[src/rtl/exerion_hs_ram_arbiter_pkg.sv]
// Shared types for the work-RAM arbiter between the Z80 bus and the
// hiscore engine: FSM state encoding, port owner and width defaults.
package exerion_hs_arb_pkg;

    localparam int DEF_AW = 16;
    localparam int DEF_DW = 8;

    typedef enum logic [2:0] {
        ST_IDLE     = 3'd0,
        ST_HOLD_REQ = 3'd1,
        ST_SETTLE   = 3'd2,
        ST_HS_OWN   = 3'd3,
        ST_RELEASE  = 3'd4
    } arb_state_e;

    typedef enum logic [1:0] {
        OWN_CPU  = 2'd0,
        OWN_NONE = 2'd1,
        OWN_HS   = 2'd2
    } owner_e;

    // Who drives the RAM port in a given arbiter state.
    function automatic owner_e owner_of(arb_state_e s);
        case (s)
            ST_IDLE, ST_HOLD_REQ: return OWN_CPU;
            ST_HS_OWN:            return OWN_HS;
            default:              return OWN_NONE;
        endcase
    endfunction

endpackage

[src/rtl/exerion_hs_ram_arbiter_if.sv]
// Bus bundle around the arbiter: CPU side, hiscore side and RAM port.
// slave = arbiter view, master = the surrounding system (or bench).
interface exerion_hs_ram_arbiter_if #(
    parameter int AW = exerion_hs_arb_pkg::DEF_AW,
    parameter int DW = exerion_hs_arb_pkg::DEF_DW
);
    logic [AW-1:0] cpu_addr;
    logic [DW-1:0] cpu_din;
    logic          cpu_wr;
    logic          cpu_halted;
    logic [AW-1:0] hs_address;
    logic [DW-1:0] hs_data_in;
    logic          hs_write;
    logic          hs_access_read;
    logic          hs_access_write;
    logic [DW-1:0] ram_dout;
    logic [AW-1:0] ram_addr;
    logic [DW-1:0] ram_din;
    logic          ram_we;
    logic [DW-1:0] cpu_dout;
    logic [DW-1:0] hs_data_out;
    logic          cpu_hold;
    logic          hs_grant;
    logic          collision;
    logic          timeout_err;

    modport slave (
        input  cpu_addr, cpu_din, cpu_wr, cpu_halted,
        input  hs_address, hs_data_in, hs_write,
        input  hs_access_read, hs_access_write, ram_dout,
        output ram_addr, ram_din, ram_we, cpu_dout,
        output hs_data_out, cpu_hold, hs_grant,
        output collision, timeout_err
    );

    modport master (
        output cpu_addr, cpu_din, cpu_wr, cpu_halted,
        output hs_address, hs_data_in, hs_write,
        output hs_access_read, hs_access_write, ram_dout,
        input  ram_addr, ram_din, ram_we, cpu_dout,
        input  hs_data_out, cpu_hold, hs_grant,
        input  collision, timeout_err
    );

endinterface

[src/rtl/exerion_hs_ram_arbiter_port_mux.sv]
// Combinational RAM port mux. The NONE owner parks the address on the
// hiscore side with writes disabled so the bus can settle safely.
module exerion_hs_port_mux
    import exerion_hs_arb_pkg::*;
#(
    parameter int AW = DEF_AW,
    parameter int DW = DEF_DW
) (
    input  owner_e        owner,
    input  logic [AW-1:0] cpu_addr,
    input  logic [DW-1:0] cpu_din,
    input  logic          cpu_wr,
    input  logic [AW-1:0] hs_address,
    input  logic [DW-1:0] hs_data_in,
    input  logic          hs_write,
    output logic [AW-1:0] ram_addr,
    output logic [DW-1:0] ram_din,
    output logic          ram_we
);

    // Select address, data and write enable by current owner.
    always_comb begin
        ram_addr = cpu_addr;
        ram_din  = cpu_din;
        ram_we   = cpu_wr;
        case (owner)
            OWN_CPU: begin
                ram_addr = cpu_addr;
                ram_din  = cpu_din;
                ram_we   = cpu_wr;
            end
            OWN_HS: begin
                ram_addr = hs_address;
                ram_din  = hs_data_in;
                ram_we   = hs_write;
            end
            default: begin
                ram_addr = hs_address;
                ram_din  = hs_data_in;
                ram_we   = 1'b0;
            end
        endcase
    end

endmodule

[src/rtl/exerion_hs_ram_arbiter.sv]
// Work-RAM arbiter: holds the CPU, settles, grants the port to hiscore.
// Optional HOLD_REQ watchdog: define EXERION_HS_ARB_TIMEOUT_EN.
module exerion_hs_ram_arbiter
    import exerion_hs_arb_pkg::*;
#(
    parameter int AW      = DEF_AW,
    parameter int DW      = DEF_DW,
    parameter int SETTLE  = 2,
    parameter int TIMEOUT = 1024
) (
    input logic                   clk_sys,
    input logic                   reset,
    exerion_hs_ram_arbiter_if.slave bus
);

    if (SETTLE < 1 || SETTLE > 15 || TIMEOUT < 1) begin : g_bad_param
        $error("exerion_hs_ram_arbiter: SETTLE/TIMEOUT out of range");
    end

    localparam logic [3:0] SETTLE_LD = 4'(SETTLE - 1);

    arb_state_e    state_q, state_d;
    logic [3:0]    set_cnt_q, set_cnt_d;
    logic          cpu_hold_q, cpu_hold_d;
    logic          hs_grant_q, hs_grant_d;
    logic [DW-1:0] hs_data_out_q, hs_data_out_d;
    logic          collision_q, collision_d;
    logic          hs_intent;
    owner_e        owner;

    assign hs_intent = bus.hs_access_read | bus.hs_access_write;
    assign owner     = owner_of(state_q);

`ifdef EXERION_HS_ARB_TIMEOUT_EN
    localparam int TW = $clog2(TIMEOUT + 1);
    localparam logic [TW-1:0] TMO_LAST = TW'(TIMEOUT - 1);

    logic [TW-1:0] tmo_cnt_q, tmo_cnt_d;
    logic          timeout_err_q, timeout_err_d;
`endif

    // Next-state, counters, read-data capture and sticky flags.
    always_comb begin
        state_d       = state_q;
        set_cnt_d     = set_cnt_q;
        hs_data_out_d = hs_data_out_q;
        collision_d   = collision_q |
                        (bus.cpu_wr & (owner != OWN_CPU));
`ifdef EXERION_HS_ARB_TIMEOUT_EN
        tmo_cnt_d     = '0;
        timeout_err_d = timeout_err_q;
`endif
        case (state_q)
            ST_IDLE: begin
                if (hs_intent) state_d = ST_HOLD_REQ;
            end
            ST_HOLD_REQ: begin
                if (bus.cpu_halted) begin
                    state_d   = ST_SETTLE;
                    set_cnt_d = SETTLE_LD;
                end
`ifdef EXERION_HS_ARB_TIMEOUT_EN
                else if (tmo_cnt_q == TMO_LAST) begin
                    state_d       = ST_IDLE;
                    timeout_err_d = 1'b1;
                end else begin
                    tmo_cnt_d = tmo_cnt_q + 1'b1;
                end
`endif
            end
            ST_SETTLE: begin
                if (set_cnt_q == 4'd0) state_d = ST_HS_OWN;
                else set_cnt_d = set_cnt_q - 4'd1;
            end
            ST_HS_OWN: begin
                hs_data_out_d = bus.ram_dout;
                if (!hs_intent) state_d = ST_RELEASE;
            end
            ST_RELEASE: begin
                state_d = ST_IDLE;
            end
            default: begin
                state_d = ST_IDLE;
            end
        endcase
        cpu_hold_d = (state_d != ST_IDLE);
        hs_grant_d = (state_d == ST_HS_OWN);
    end

    // State and registered outputs; reset hands the port back at once.
    always_ff @(posedge clk_sys or posedge reset) begin
        if (reset) begin
            state_q       <= ST_IDLE;
            set_cnt_q     <= 4'd0;
            cpu_hold_q    <= 1'b0;
            hs_grant_q    <= 1'b0;
            hs_data_out_q <= '0;
            collision_q   <= 1'b0;
        end else begin
            state_q       <= state_d;
            set_cnt_q     <= set_cnt_d;
            cpu_hold_q    <= cpu_hold_d;
            hs_grant_q    <= hs_grant_d;
            hs_data_out_q <= hs_data_out_d;
            collision_q   <= collision_d;
        end
    end

`ifdef EXERION_HS_ARB_TIMEOUT_EN
    // HOLD_REQ watchdog counter and its sticky error flag.
    always_ff @(posedge clk_sys or posedge reset) begin
        if (reset) begin
            tmo_cnt_q     <= '0;
            timeout_err_q <= 1'b0;
        end else begin
            tmo_cnt_q     <= tmo_cnt_d;
            timeout_err_q <= timeout_err_d;
        end
    end

    assign bus.timeout_err = timeout_err_q;
`else
    assign bus.timeout_err = 1'b0;
`endif

    exerion_hs_port_mux #(
        .AW(AW),
        .DW(DW)
    ) u_port_mux (
        .owner      (owner),
        .cpu_addr   (bus.cpu_addr),
        .cpu_din    (bus.cpu_din),
        .cpu_wr     (bus.cpu_wr),
        .hs_address (bus.hs_address),
        .hs_data_in (bus.hs_data_in),
        .hs_write   (bus.hs_write),
        .ram_addr   (bus.ram_addr),
        .ram_din    (bus.ram_din),
        .ram_we     (bus.ram_we)
    );

    assign bus.cpu_dout    = bus.ram_dout;
    assign bus.hs_data_out = hs_data_out_q;
    assign bus.cpu_hold    = cpu_hold_q;
    assign bus.hs_grant    = hs_grant_q;
    assign bus.collision   = collision_q;

endmodule

[src/flat_wrapper.sv]
// flat-port wrapper written by rule: the top's interface ports become plain ports
module exerion_hs_ram_arbiter_flat import exerion_hs_arb_pkg::*;
#(
    parameter int AW      = DEF_AW,
    parameter int DW      = DEF_DW,
    parameter int SETTLE  = 2,
    parameter int TIMEOUT = 1024
)
  (clk_sys, reset, bus_cpu_addr, bus_cpu_din, bus_cpu_wr, bus_cpu_halted, bus_hs_address, bus_hs_data_in, bus_hs_write, bus_hs_access_read, bus_hs_access_write, bus_ram_dout, bus_ram_addr, bus_ram_din, bus_ram_we, bus_cpu_dout, bus_hs_data_out, bus_cpu_hold, bus_hs_grant, bus_collision, bus_timeout_err);
  exerion_hs_ram_arbiter_if #(.AW(AW), .DW(DW)) bus_i ();
  input logic clk_sys;
  input logic reset;
  input wire logic [$bits(bus_i.cpu_addr)-1:0] bus_cpu_addr;
  input wire logic [$bits(bus_i.cpu_din)-1:0] bus_cpu_din;
  input wire logic [$bits(bus_i.cpu_wr)-1:0] bus_cpu_wr;
  input wire logic [$bits(bus_i.cpu_halted)-1:0] bus_cpu_halted;
  input wire logic [$bits(bus_i.hs_address)-1:0] bus_hs_address;
  input wire logic [$bits(bus_i.hs_data_in)-1:0] bus_hs_data_in;
  input wire logic [$bits(bus_i.hs_write)-1:0] bus_hs_write;
  input wire logic [$bits(bus_i.hs_access_read)-1:0] bus_hs_access_read;
  input wire logic [$bits(bus_i.hs_access_write)-1:0] bus_hs_access_write;
  input wire logic [$bits(bus_i.ram_dout)-1:0] bus_ram_dout;
  output wire logic [$bits(bus_i.ram_addr)-1:0] bus_ram_addr;
  output wire logic [$bits(bus_i.ram_din)-1:0] bus_ram_din;
  output wire logic [$bits(bus_i.ram_we)-1:0] bus_ram_we;
  output wire logic [$bits(bus_i.cpu_dout)-1:0] bus_cpu_dout;
  output wire logic [$bits(bus_i.hs_data_out)-1:0] bus_hs_data_out;
  output wire logic [$bits(bus_i.cpu_hold)-1:0] bus_cpu_hold;
  output wire logic [$bits(bus_i.hs_grant)-1:0] bus_hs_grant;
  output wire logic [$bits(bus_i.collision)-1:0] bus_collision;
  output wire logic [$bits(bus_i.timeout_err)-1:0] bus_timeout_err;
  assign bus_i.cpu_addr = bus_cpu_addr;
  assign bus_i.cpu_din = bus_cpu_din;
  assign bus_i.cpu_wr = bus_cpu_wr;
  assign bus_i.cpu_halted = bus_cpu_halted;
  assign bus_i.hs_address = bus_hs_address;
  assign bus_i.hs_data_in = bus_hs_data_in;
  assign bus_i.hs_write = bus_hs_write;
  assign bus_i.hs_access_read = bus_hs_access_read;
  assign bus_i.hs_access_write = bus_hs_access_write;
  assign bus_i.ram_dout = bus_ram_dout;
  assign bus_ram_addr = bus_i.ram_addr;
  assign bus_ram_din = bus_i.ram_din;
  assign bus_ram_we = bus_i.ram_we;
  assign bus_cpu_dout = bus_i.cpu_dout;
  assign bus_hs_data_out = bus_i.hs_data_out;
  assign bus_cpu_hold = bus_i.cpu_hold;
  assign bus_hs_grant = bus_i.hs_grant;
  assign bus_collision = bus_i.collision;
  assign bus_timeout_err = bus_i.timeout_err;
  exerion_hs_ram_arbiter #(.AW(AW), .DW(DW), .SETTLE(SETTLE), .TIMEOUT(TIMEOUT)) u_core (.clk_sys(clk_sys), .reset(reset), .bus(bus_i));
endmodule
[config.mk]
export PLATFORM = sky130hd
export DESIGN_NAME = exerion_hs_ram_arbiter_flat
export DESIGN_NICKNAME = d
export VERILOG_FILES = /design/src/rtl/exerion_hs_ram_arbiter_pkg.sv /design/src/rtl/exerion_hs_ram_arbiter_if.sv /design/src/rtl/exerion_hs_ram_arbiter_port_mux.sv /design/src/rtl/exerion_hs_ram_arbiter.sv /design/src/flat_wrapper.sv
export SDC_FILE = /design/constraint.sdc
export NUM_CORES = 1
export LEC_CHECK = 0
export BUFFER_PORTS_ARGS = -buffer_cell sky130_fd_sc_hd__buf_2
export CORE_ASPECT_RATIO = 1.25
export CORE_MARGIN = 2
export CORE_UTILIZATION = 34
export DETAILED_ROUTE_END_ITERATION = 16
export GPL_TIMING_DRIVEN = 0
export PLACE_DENSITY = 0.79
export SLEW_MARGIN = 10
export SYNTH_ARGS = -nofsm -noshare
export SYNTH_HDL_FRONTEND = slang
export SYNTH_SLANG_ARGS = --single-unit
[constraint.sdc]
create_clock -name clk_sys -period 1.5 [get_ports clk_sys]
set_input_delay 0.15 -clock clk_sys [delete_from_list [all_inputs] [get_ports clk_sys]]
set_output_delay 0.15 -clock clk_sys [all_outputs]
set_load 0.01 [all_outputs]
==> metrics.txt, run 1 <==
# TYPE chip_impl_metric gauge
chip_impl_metric{name="powerDensity",unit="nW/um^2"} 1790
chip_impl_metric{name="overall_routing_resource_usage",unit="%"} 19.9
chip_impl_metric{name="min_period",unit="ns"} 1.70
chip_impl_metric{name="synth.yosys.warnings",unit=""} 0
chip_impl_metric{name="combinational_share_of_power",unit="%"} 69.4
chip_impl_metric{name="fp.dieH",unit="um"} 71.0
chip_impl_info{name="worst_path_max_delay_cell",value="sky130_fd_sc_hd__dfrtp_1"} 1
chip_impl_metric{name="cts_bufs_inserted",unit=""} 3
chip_impl_metric{name="synth_enable_flop_cells",unit=""} 0
chip_impl_metric{name="finish.instance_area",unit="sq um"} 2190
chip_impl_metric{name="vias",unit=""} 1301
chip_impl_metric{name="max_slew_violation_count",unit=""} 0
chip_impl_info{name="ys.flop_type",value="sky130_fd_sc_hd__dfrtp_1"} 1
chip_impl_metric{name="net-switching-power",unit="W"} 0.00149
chip_impl_metric{name="floorplan.die_area",unit="sq um"} 4090
chip_impl_info{name="cts_root_buf",value="sky130_fd_sc_hd__clkbuf_8"} 1
chip_impl_metric{name="clk_pin_slew",unit="ns"} 0.06
chip_impl_metric{name="share_seq_of_total_power",unit="%"} 22.0
chip_impl_info{name="setup.worst_path.end_class",value="output port"} 1
chip_impl_metric{name="drtPass1Iterations",unit=""} 4
chip_impl_metric{name="clkPwrFrac",unit="%"} 8.6
chip_impl_metric{name="buffers_on_ports",unit=""} 106
chip_impl_metric{name="cp_data_required_time",unit="ns"} 1.35
chip_impl_metric{name="clock-skew-final",unit="ns"} 0.00167
chip_impl_info{name="setup.worst_path.start_class",value="register"} 1
chip_impl_metric{name="placed_cells_incl_taps",unit=""} 253
chip_impl_metric{name="worst_slack",unit="ns"} -0.196
chip_impl_info{name="status",value="finished, violations left"} 1
chip_impl_metric{name="ant_nets",unit=""} 0
chip_impl_metric{name="avgViaCountPerCell",unit=""} 4.93
chip_impl_metric{name="slowest_cell_delay_on_critical_path",unit="ns"} 0.42
chip_impl_metric{name="portion_of_the_clock_cycle_consumed_by_the_worst_path_in_the_final_layout",unit="%"} 113
chip_impl_metric{name="synth-seq-cells",unit=""} 18
chip_impl_metric{name="post_synth_inst_count",unit=""} 108
chip_impl_metric{name="antennaDiodeCount",unit=""} 0
chip_impl_metric{name="power_switching_share",unit="%"} 38.0
chip_impl_info{name="crit_type",value="reg2out"} 1
chip_impl_info{name="setup_repair_after_global_routing_missed_its_margin",value="yes"} 1
chip_impl_metric{name="filler_cell_count",unit=""} 286
chip_impl_metric{name="drt-initial-drc-count",unit=""} 37
chip_impl_info{name="beginning_of_the_worst_register_to_register_path",value="u_core.set_cnt_q[0]$_DFFE_PP0P_"} 1
chip_impl_metric{name="ys_async_sr_fraction",unit="%"} 100
chip_impl_metric{name="synthesis.area",unit="sq um"} 1220
chip_impl_metric{name="post-route-drc-count",unit=""} 0
chip_impl_metric{name="critical_path.max_fanout",unit=""} 6
chip_impl_metric{name="cts-htree-levels",unit=""} 1
chip_impl_info{name="cp_cell_sequence",value="nor2_4 -> buf_4 -> mux2_2 -> buf_2"} 1
chip_impl_metric{name="max_cap_violations",unit=""} 0
chip_impl_metric{name="fmax",unit="MHz"} 590
chip_impl_metric{name="syn_avg_cell_area",unit="sq um"} 11.3
chip_impl_metric{name="ctsLongestPathBuffers",unit=""} 2
chip_impl_metric{name="placedInstanceArea",unit="sq um"} 1800
chip_impl_metric{name="clock_latency",unit="ns"} 0.25
chip_impl_metric{name="floorplan.io_pins",unit=""} 108
chip_impl_metric{name="initial_utilization",unit="%"} 35.4
chip_impl_metric{name="final_net_count",unit=""} 292
chip_impl_metric{name="leakagePower",unit="nW"} 1.16
chip_impl_metric{name="layoutNonFillerInstCount",unit=""} 264
chip_impl_metric{name="coreArea",unit="sq um"} 3450
chip_impl_metric{name="seq_area_frac_synth",unit="%"} 36.8
chip_impl_info{name="mostFrequentLayoutCell",value="sky130_fd_sc_hd__buf_2"} 1
chip_impl_metric{name="num_rows",unit=""} 24
chip_impl_metric{name="grt_max_degree",unit=""} 19
chip_impl_metric{name="final_hold_viol_count",unit=""} 18
chip_impl_metric{name="wire_per_inst",unit="um"} 16.6
chip_impl_metric{name="flow.area_growth_from_synthesis",unit="%"} 79.3
chip_impl_info{name="cts_tree",value="built"} 1
chip_impl_metric{name="detail_route.wirelength",unit="mm"} 4.38
chip_impl_metric{name="place.gp.congestion",unit=""} 0.822
chip_impl_metric{name="report.final.setup_viol",unit=""} 25
chip_impl_metric{name="worstPathArrival",unit="ns"} 1.55
chip_impl_metric{name="dp.final_hpwl",unit="mm"} 2.89
chip_impl_metric{name="drive_above_1_share",unit="%"} 76.9
chip_impl_metric{name="power.internal",unit="W"} 0.00243
chip_impl_metric{name="max-vdd-ir-drop",unit="mV"} 1.23
chip_impl_info{name="most-common-layout-cells",value="sky130_fd_sc_hd__buf_2, sky130_fd_sc_hd__buf_6, sky130_fd_sc_hd__mux2_4"} 1
chip_impl_metric{name="worst_slew_pin_slew",unit="ns"} 0.674
chip_impl_metric{name="place_worst_setup_slack",unit="ns"} -0.0887
chip_impl_metric{name="p_total",unit="W"} 0.00391
chip_impl_metric{name="antenna_found_initial",unit=""} 0
chip_impl_metric{name="relSlewSlack",unit="%"} 55.0
chip_impl_metric{name="grt_pass1_wl",unit="mm"} 6.27
chip_impl_metric{name="fp.dieW",unit="um"} 57.6
chip_impl_info{name="violations",value="hold timing, setup timing"} 1
chip_impl_metric{name="fin_worst_hold_slack",unit="ns"} -0.0148
chip_impl_metric{name="overflow",unit=""} 0
chip_impl_metric{name="synth.net_count",unit=""} 173
chip_impl_info{name="timing.critical_path.from",value="u_core.state_q[2]$_DFF_PP0_"} 1
chip_impl_metric{name="clkSinkCount",unit=""} 18
chip_impl_metric{name="post_cts_hold_buffer_count",unit=""} 0
chip_impl_metric{name="synth_cell_types",unit=""} 36
chip_impl_info{name="min_path_type",value="in2async"} 1
chip_impl_metric{name="number_of_global_route_vias_before_repair",unit=""} 1330
sequential cells by signal, summed over array words and instances (netlist names):
signal	count
u_core.set_cnt_q	4
u_core.bus.collision	1
u_core.bus.hs_data_out	8
u_core.state_q	3
u_core.bus.cpu_hold	1
u_core.bus.hs_grant	1
layout make-up:
class | instances | area [sq um] | share of cell area, %
well taps | 39 | 48.8 | 2.23
inverters | 5 | 18.8 | 0.856
flip-flops and latches | 18 | 450 | 20.5
repair buffers | 116 | 761 | 34.7
plain buffers | 12 | 95.1 | 4.34
multi-input cells | 71 | 777 | 35.4
clock buffers | 3 | 41.3 | 1.88
final timing paths:
path / depth (start not counted) / slack (ns) / endpoint
hold / removal: 2 / -0.01 / u_core.bus.hs_data_out[6]$_DFFE_PP0N_
hold reg to reg: 1 / 0.47 / u_core.bus.collision$_DFF_PP0_
setup reg to reg: 5 / 0.02 / u_core.state_q[0]$_DFF_PP0_
setup / recovery: 4 / -0.20 / bus_ram_din[1]
max in group asynchronous: 2 / 1.09 / u_core.bus.cpu_hold$_DFF_PP0_
min in group clk_sys: 2 / 0.08 / u_core.state_q[2]$_DFF_PP0_
power groups by stage:
stage	combinational [W]	sequential [W]	clock, W
2_1_floorplan	0.00125	0.000874	0
3_3_place_gp	0.00187	0.000818	0
3_5_place_dp	0.00192	0.000831	0
4_1_cts	0.00257	0.000837	0.000344
5_1_grt	0.00289	0.000886	0.000365
6_report	0.00272	0.000862	0.000335
timing repair:
action                     in CTS  in global routing
cloned                          2                  0
buffers inserted                5                  3
pin swaps                       1                  3
setup endpoints to repair      27                 35
gates resized for setup        49                 14
cell families after synthesis:
kind of cell,synth area share [%]
AO/OA/AOI/OAI,7.27
adder cells (fa/ha/maj),2.05
buffers and inverters,10.2
flip-flops,36.8
multiplexers,31.1
other,0.307
AND/OR/NAND/NOR,12.2
cells in the mapped netlist, types with 2 or more instances:
master | number | area [sq um]
sky130_fd_sc_hd__inv_1 | 5 | 18.8
sky130_fd_sc_hd__ha_1 | 2 | 25.0
sky130_fd_sc_hd__nand2_1 | 3 | 11.3
sky130_fd_sc_hd__nor2_1 | 3 | 11.3
sky130_fd_sc_hd__o41ai_1 | 2 | 17.5
sky130_fd_sc_hd__nor3_1 | 2 | 10.0
sky130_fd_sc_hd__mux2_2 | 31 | 349
sky130_fd_sc_hd__mux2i_1 | 2 | 20.0
sky130_fd_sc_hd__buf_4 | 12 | 90.1
sky130_fd_sc_hd__dfrtp_1 | 18 | 450
sky130_fd_sc_hd__o21ai_0 | 3 | 15.0
layer usage:
layer | GRT usage (%) | part of all wire (%) | up-vias
li1 | - | - | 615
met1 | 21.0 | 34 | 636
met2 | 37.1 | 60 | 38
met3 | 4.20 | 3.6 | 12
met4 | 8.01 | 2.6 | 0
met5 | 0 | 0 | -
critical path, delay by kind of cell (launching register included):
family        cells  cell delay, ns
simple gates      1            0.24
buf+inv           2            0.29
flops             1            0.42
mux               1            0.33
stage by stage:
stage          utilization (%)  setup TNS [ns]  hold slack, ns
6_report                  63.5           -4.26         -0.0148
5_1_grt                   63.5           -5.66          0.0599
4_1_cts                   61.6           -5.39         0.00697
3_5_place_dp              52.2           -1.21           0.284
3_3_place_gp              52.2          -0.891           0.281
2_1_floorplan                -               0          0.0886
(Power assumes the default switching activity.)
==> inputs of run 2 (changes only) <==
==> constraint.sdc (replaced) <==
create_clock -name clk_sys -period 1.5 [get_ports clk_sys]
set_input_delay 0.225 -clock clk_sys [delete_from_list [all_inputs] [get_ports clk_sys]]
set_output_delay 0.225 -clock clk_sys [all_outputs]
set_load 0.01 [all_outputs]
==> run 2 against run 1 <==
Effect of this change:
- the flow finishes with violations (setup timing)
- sequential power up 1%
- utilization up 1.4 points
- routed wire length down 3.8%
- final cell count up 1.1%
- critical endpoint is now bus_ram_addr[10]
- largest power group unchanged
==> metrics.txt, run 2 (same netlist as run 1, synthesis figures left out) <==
# TYPE chip_impl_metric gauge
chip_impl_info{name="beginning_of_the_worst_register_to_register_path",value="u_core.set_cnt_q[0]$_DFFE_PP0P_"} 1
chip_impl_info{name="crit_type",value="reg2out"} 1
chip_impl_metric{name="leakagePower",unit="nW"} 1.18
chip_impl_metric{name="antennaDiodeCount",unit=""} 0
chip_impl_metric{name="critical_path.max_fanout",unit=""} 6
chip_impl_metric{name="floorplan.io_pins",unit=""} 108
chip_impl_metric{name="powerDensity",unit="nW/um^2"} 1790
chip_impl_metric{name="coreArea",unit="sq um"} 3450
chip_impl_metric{name="cts-htree-levels",unit=""} 1
chip_impl_metric{name="filler_cell_count",unit=""} 274
chip_impl_metric{name="detail_route.wirelength",unit="mm"} 4.21
chip_impl_info{name="mostFrequentLayoutCell",value="sky130_fd_sc_hd__buf_2"} 1
chip_impl_metric{name="placed_cells_incl_taps",unit=""} 253
chip_impl_metric{name="worstPathArrival",unit="ns"} 1.53
chip_impl_info{name="setup.worst_path.start_class",value="register"} 1
chip_impl_metric{name="num_rows",unit=""} 24
chip_impl_metric{name="fmax",unit="MHz"} 570
chip_impl_metric{name="slowest_cell_delay_on_critical_path",unit="ns"} 0.42
chip_impl_metric{name="largest_register_ffs",unit=""} 8
chip_impl_metric{name="layoutNonFillerInstCount",unit=""} 267
chip_impl_metric{name="clkSinkCount",unit=""} 18
chip_impl_metric{name="drtPass1Iterations",unit=""} 4
chip_impl_metric{name="drive_above_1_share",unit="%"} 77.2
chip_impl_metric{name="flow.area_growth_from_synthesis",unit="%"} 83.4
chip_impl_info{name="setup_repair_after_global_routing_missed_its_margin",value="yes"} 1
chip_impl_info{name="status",value="finished, violations left"} 1
chip_impl_metric{name="min_period",unit="ns"} 1.75
chip_impl_metric{name="final_net_count",unit=""} 295
chip_impl_metric{name="max_cap_violations",unit=""} 0
chip_impl_metric{name="clk_pin_slew",unit="ns"} 0.06
chip_impl_metric{name="power_switching_share",unit="%"} 37.5
chip_impl_info{name="cts_tree",value="built"} 1
chip_impl_metric{name="cp_data_required_time",unit="ns"} 1.27
chip_impl_metric{name="buffers_on_ports",unit=""} 106
chip_impl_info{name="worst_path_max_delay_cell",value="sky130_fd_sc_hd__dfrtp_1"} 1
chip_impl_metric{name="dp.final_hpwl",unit="mm"} 2.89
chip_impl_metric{name="overall_routing_resource_usage",unit="%"} 18.9
chip_impl_metric{name="max_slew_violation_count",unit=""} 0
chip_impl_metric{name="clock_latency",unit="ns"} 0.25
chip_impl_info{name="worst_path_dominant_cell_family",value="flip-flops"} 1
chip_impl_info{name="timing.critical_path.from",value="u_core.state_q[2]$_DFF_PP0_"} 1
chip_impl_metric{name="overflow",unit=""} 0
chip_impl_metric{name="cts_bufs_inserted",unit=""} 3
chip_impl_metric{name="floorplan.die_area",unit="sq um"} 4090
chip_impl_metric{name="ant_nets",unit=""} 0
chip_impl_metric{name="final_hold_viol_count",unit=""} 0
chip_impl_metric{name="clock-skew-final",unit="ns"} 0.00283
chip_impl_metric{name="combinational_share_of_power",unit="%"} 69.9
chip_impl_metric{name="fp.dieW",unit="um"} 57.6
chip_impl_metric{name="fp.dieH",unit="um"} 71.0
chip_impl_metric{name="grt_pass1_wl",unit="mm"} 6.05
chip_impl_metric{name="worst_slew_pin_slew",unit="ns"} 0.673
chip_impl_metric{name="power.internal",unit="W"} 0.00250
chip_impl_metric{name="finish.instance_area",unit="sq um"} 2240
chip_impl_metric{name="avgViaCountPerCell",unit=""} 4.78
chip_impl_metric{name="number_of_global_route_vias_before_repair",unit=""} 1318
chip_impl_info{name="cts_root_buf",value="sky130_fd_sc_hd__clkbuf_8"} 1
chip_impl_metric{name="portion_of_the_clock_cycle_consumed_by_the_worst_path_in_the_final_layout",unit="%"} 117
chip_impl_metric{name="initial_utilization",unit="%"} 35.4
chip_impl_metric{name="grt_max_degree",unit=""} 19
chip_impl_metric{name="relSlewSlack",unit="%"} 55.1
chip_impl_info{name="setup.worst_path.end_class",value="output port"} 1
chip_impl_metric{name="drt-initial-drc-count",unit=""} 21
chip_impl_metric{name="cp.buffers_inverters",unit=""} 2
chip_impl_metric{name="report.final.setup_viol",unit=""} 25
chip_impl_metric{name="wire_per_inst",unit="um"} 15.8
chip_impl_metric{name="post_cts_hold_buffer_count",unit=""} 0
chip_impl_info{name="worst_path_most_repeated_cell",value="sky130_fd_sc_hd__buf_6"} 1
chip_impl_info{name="cp_cell_sequence",value="nor2_4 -> buf_6 -> mux2_4 -> buf_6"} 1
chip_impl_metric{name="vias",unit=""} 1276
chip_impl_metric{name="net-switching-power",unit="W"} 0.00150
chip_impl_metric{name="post-route-drc-count",unit=""} 0
chip_impl_info{name="most-common-layout-cells",value="sky130_fd_sc_hd__buf_2, sky130_fd_sc_hd__buf_6, sky130_fd_sc_hd__mux2_4"} 1
chip_impl_metric{name="max-vdd-ir-drop",unit="mV"} 1.54
chip_impl_info{name="violations",value="setup timing"} 1
chip_impl_info{name="min_path_type",value="in2async"} 1
chip_impl_metric{name="antenna_found_initial",unit=""} 0
chip_impl_metric{name="clkPwrFrac",unit="%"} 8.3
chip_impl_metric{name="place.gp.congestion",unit=""} 0.822
chip_impl_metric{name="worst_slack",unit="ns"} -0.253
chip_impl_metric{name="share_seq_of_total_power",unit="%"} 21.8
chip_impl_metric{name="placedInstanceArea",unit="sq um"} 1800
chip_impl_metric{name="ctsLongestPathBuffers",unit=""} 2
## run 2: power groups by stage
stage                     clock (W)  combinational, W  sequential, W
after detailed placement          0           0.00192       0.000831
after floorplan                   0           0.00125       0.000874
after global routing       0.000365           0.00298       0.000896
after CTS                  0.000344           0.00265       0.000847
final                      0.000332           0.00280       0.000872
after global placement            0           0.00187       0.000818
## run 2: what timing repair did
item                                    in CTS  in global routing
buffers inserted                             6                  5
gates cloned                                 2                  0
pin swaps                                    1                  4
endpoints found under the setup margin      27                 37
resized for setup                           53                 16
## run 2: worst paths after layout
kind	to	slack [ns]	cells past startpoint
min	u_core.state_q[0]$_DFF_PP0_	0.06	2
min in group clk_sys	u_core.state_q[2]$_DFF_PP0_	0.16	2
max	bus_ram_addr[10]	-0.25	4
max in group asynchronous	u_core.bus.cpu_hold$_DFF_PP0_	1.01	2
max reg2reg	u_core.state_q[0]$_DFF_PP0_	0.01	5
min reg2reg	u_core.bus.collision$_DFF_PP0_	0.47	1
## run 2: final cells by class
cell class                      instances  area, sq um  share of cell area, %
Clock buffer                            3         41.3                   1.84
Inverter                                5         18.8                  0.837
Sequential cell                        18          450                   20.1
Buffer                                 12         95.1                   4.24
Timing Repair Buffer                  119          798                   35.6
Tap cell                               39         48.8                   2.18
Multi-Input combinational cell         71          790                   35.2
## run 2: worst register-to-register path, cell delays in order (launching register included)
cell                      delay [ns]
sky130_fd_sc_hd__dfrtp_1        0.41
sky130_fd_sc_hd__inv_2          0.09
sky130_fd_sc_hd__ha_4           0.12
sky130_fd_sc_hd__nor3b_4        0.35
sky130_fd_sc_hd__nor2_1         0.11
sky130_fd_sc_hd__o41ai_2        0.32
## run 2: per-stage QoR
stage | hold slack, ns | setup slack, ns | power (W) | util [%] | TNS (ns)
global route | 0.135 | -0.317 | 0.00424 | 64.9 | -7.41
detailed placement | 0.359 | -0.164 | 0.00275 | 52.2 | -2.63
finish | 0.0610 | -0.253 | 0.00401 | 64.9 | -5.83
CTS | 0.0820 | -0.312 | 0.00384 | 62.4 | -7.33
global placement | 0.356 | -0.142 | 0.00269 | 52.2 | -2.32
floorplan | 0.164 | 0.0618 | 0.00212 | - | 0
## run 2: routing by layer
metal	global-route usage, %	share of wire, %	vias to the layer above	wire, um
li1	-	-	620	-
met1	21.5	35	606	1470
met2	34.5	59	36	2480
met3	3.29	3.4	14	144
met4	7.24	2.7	0	114
met5	0	0	-	0
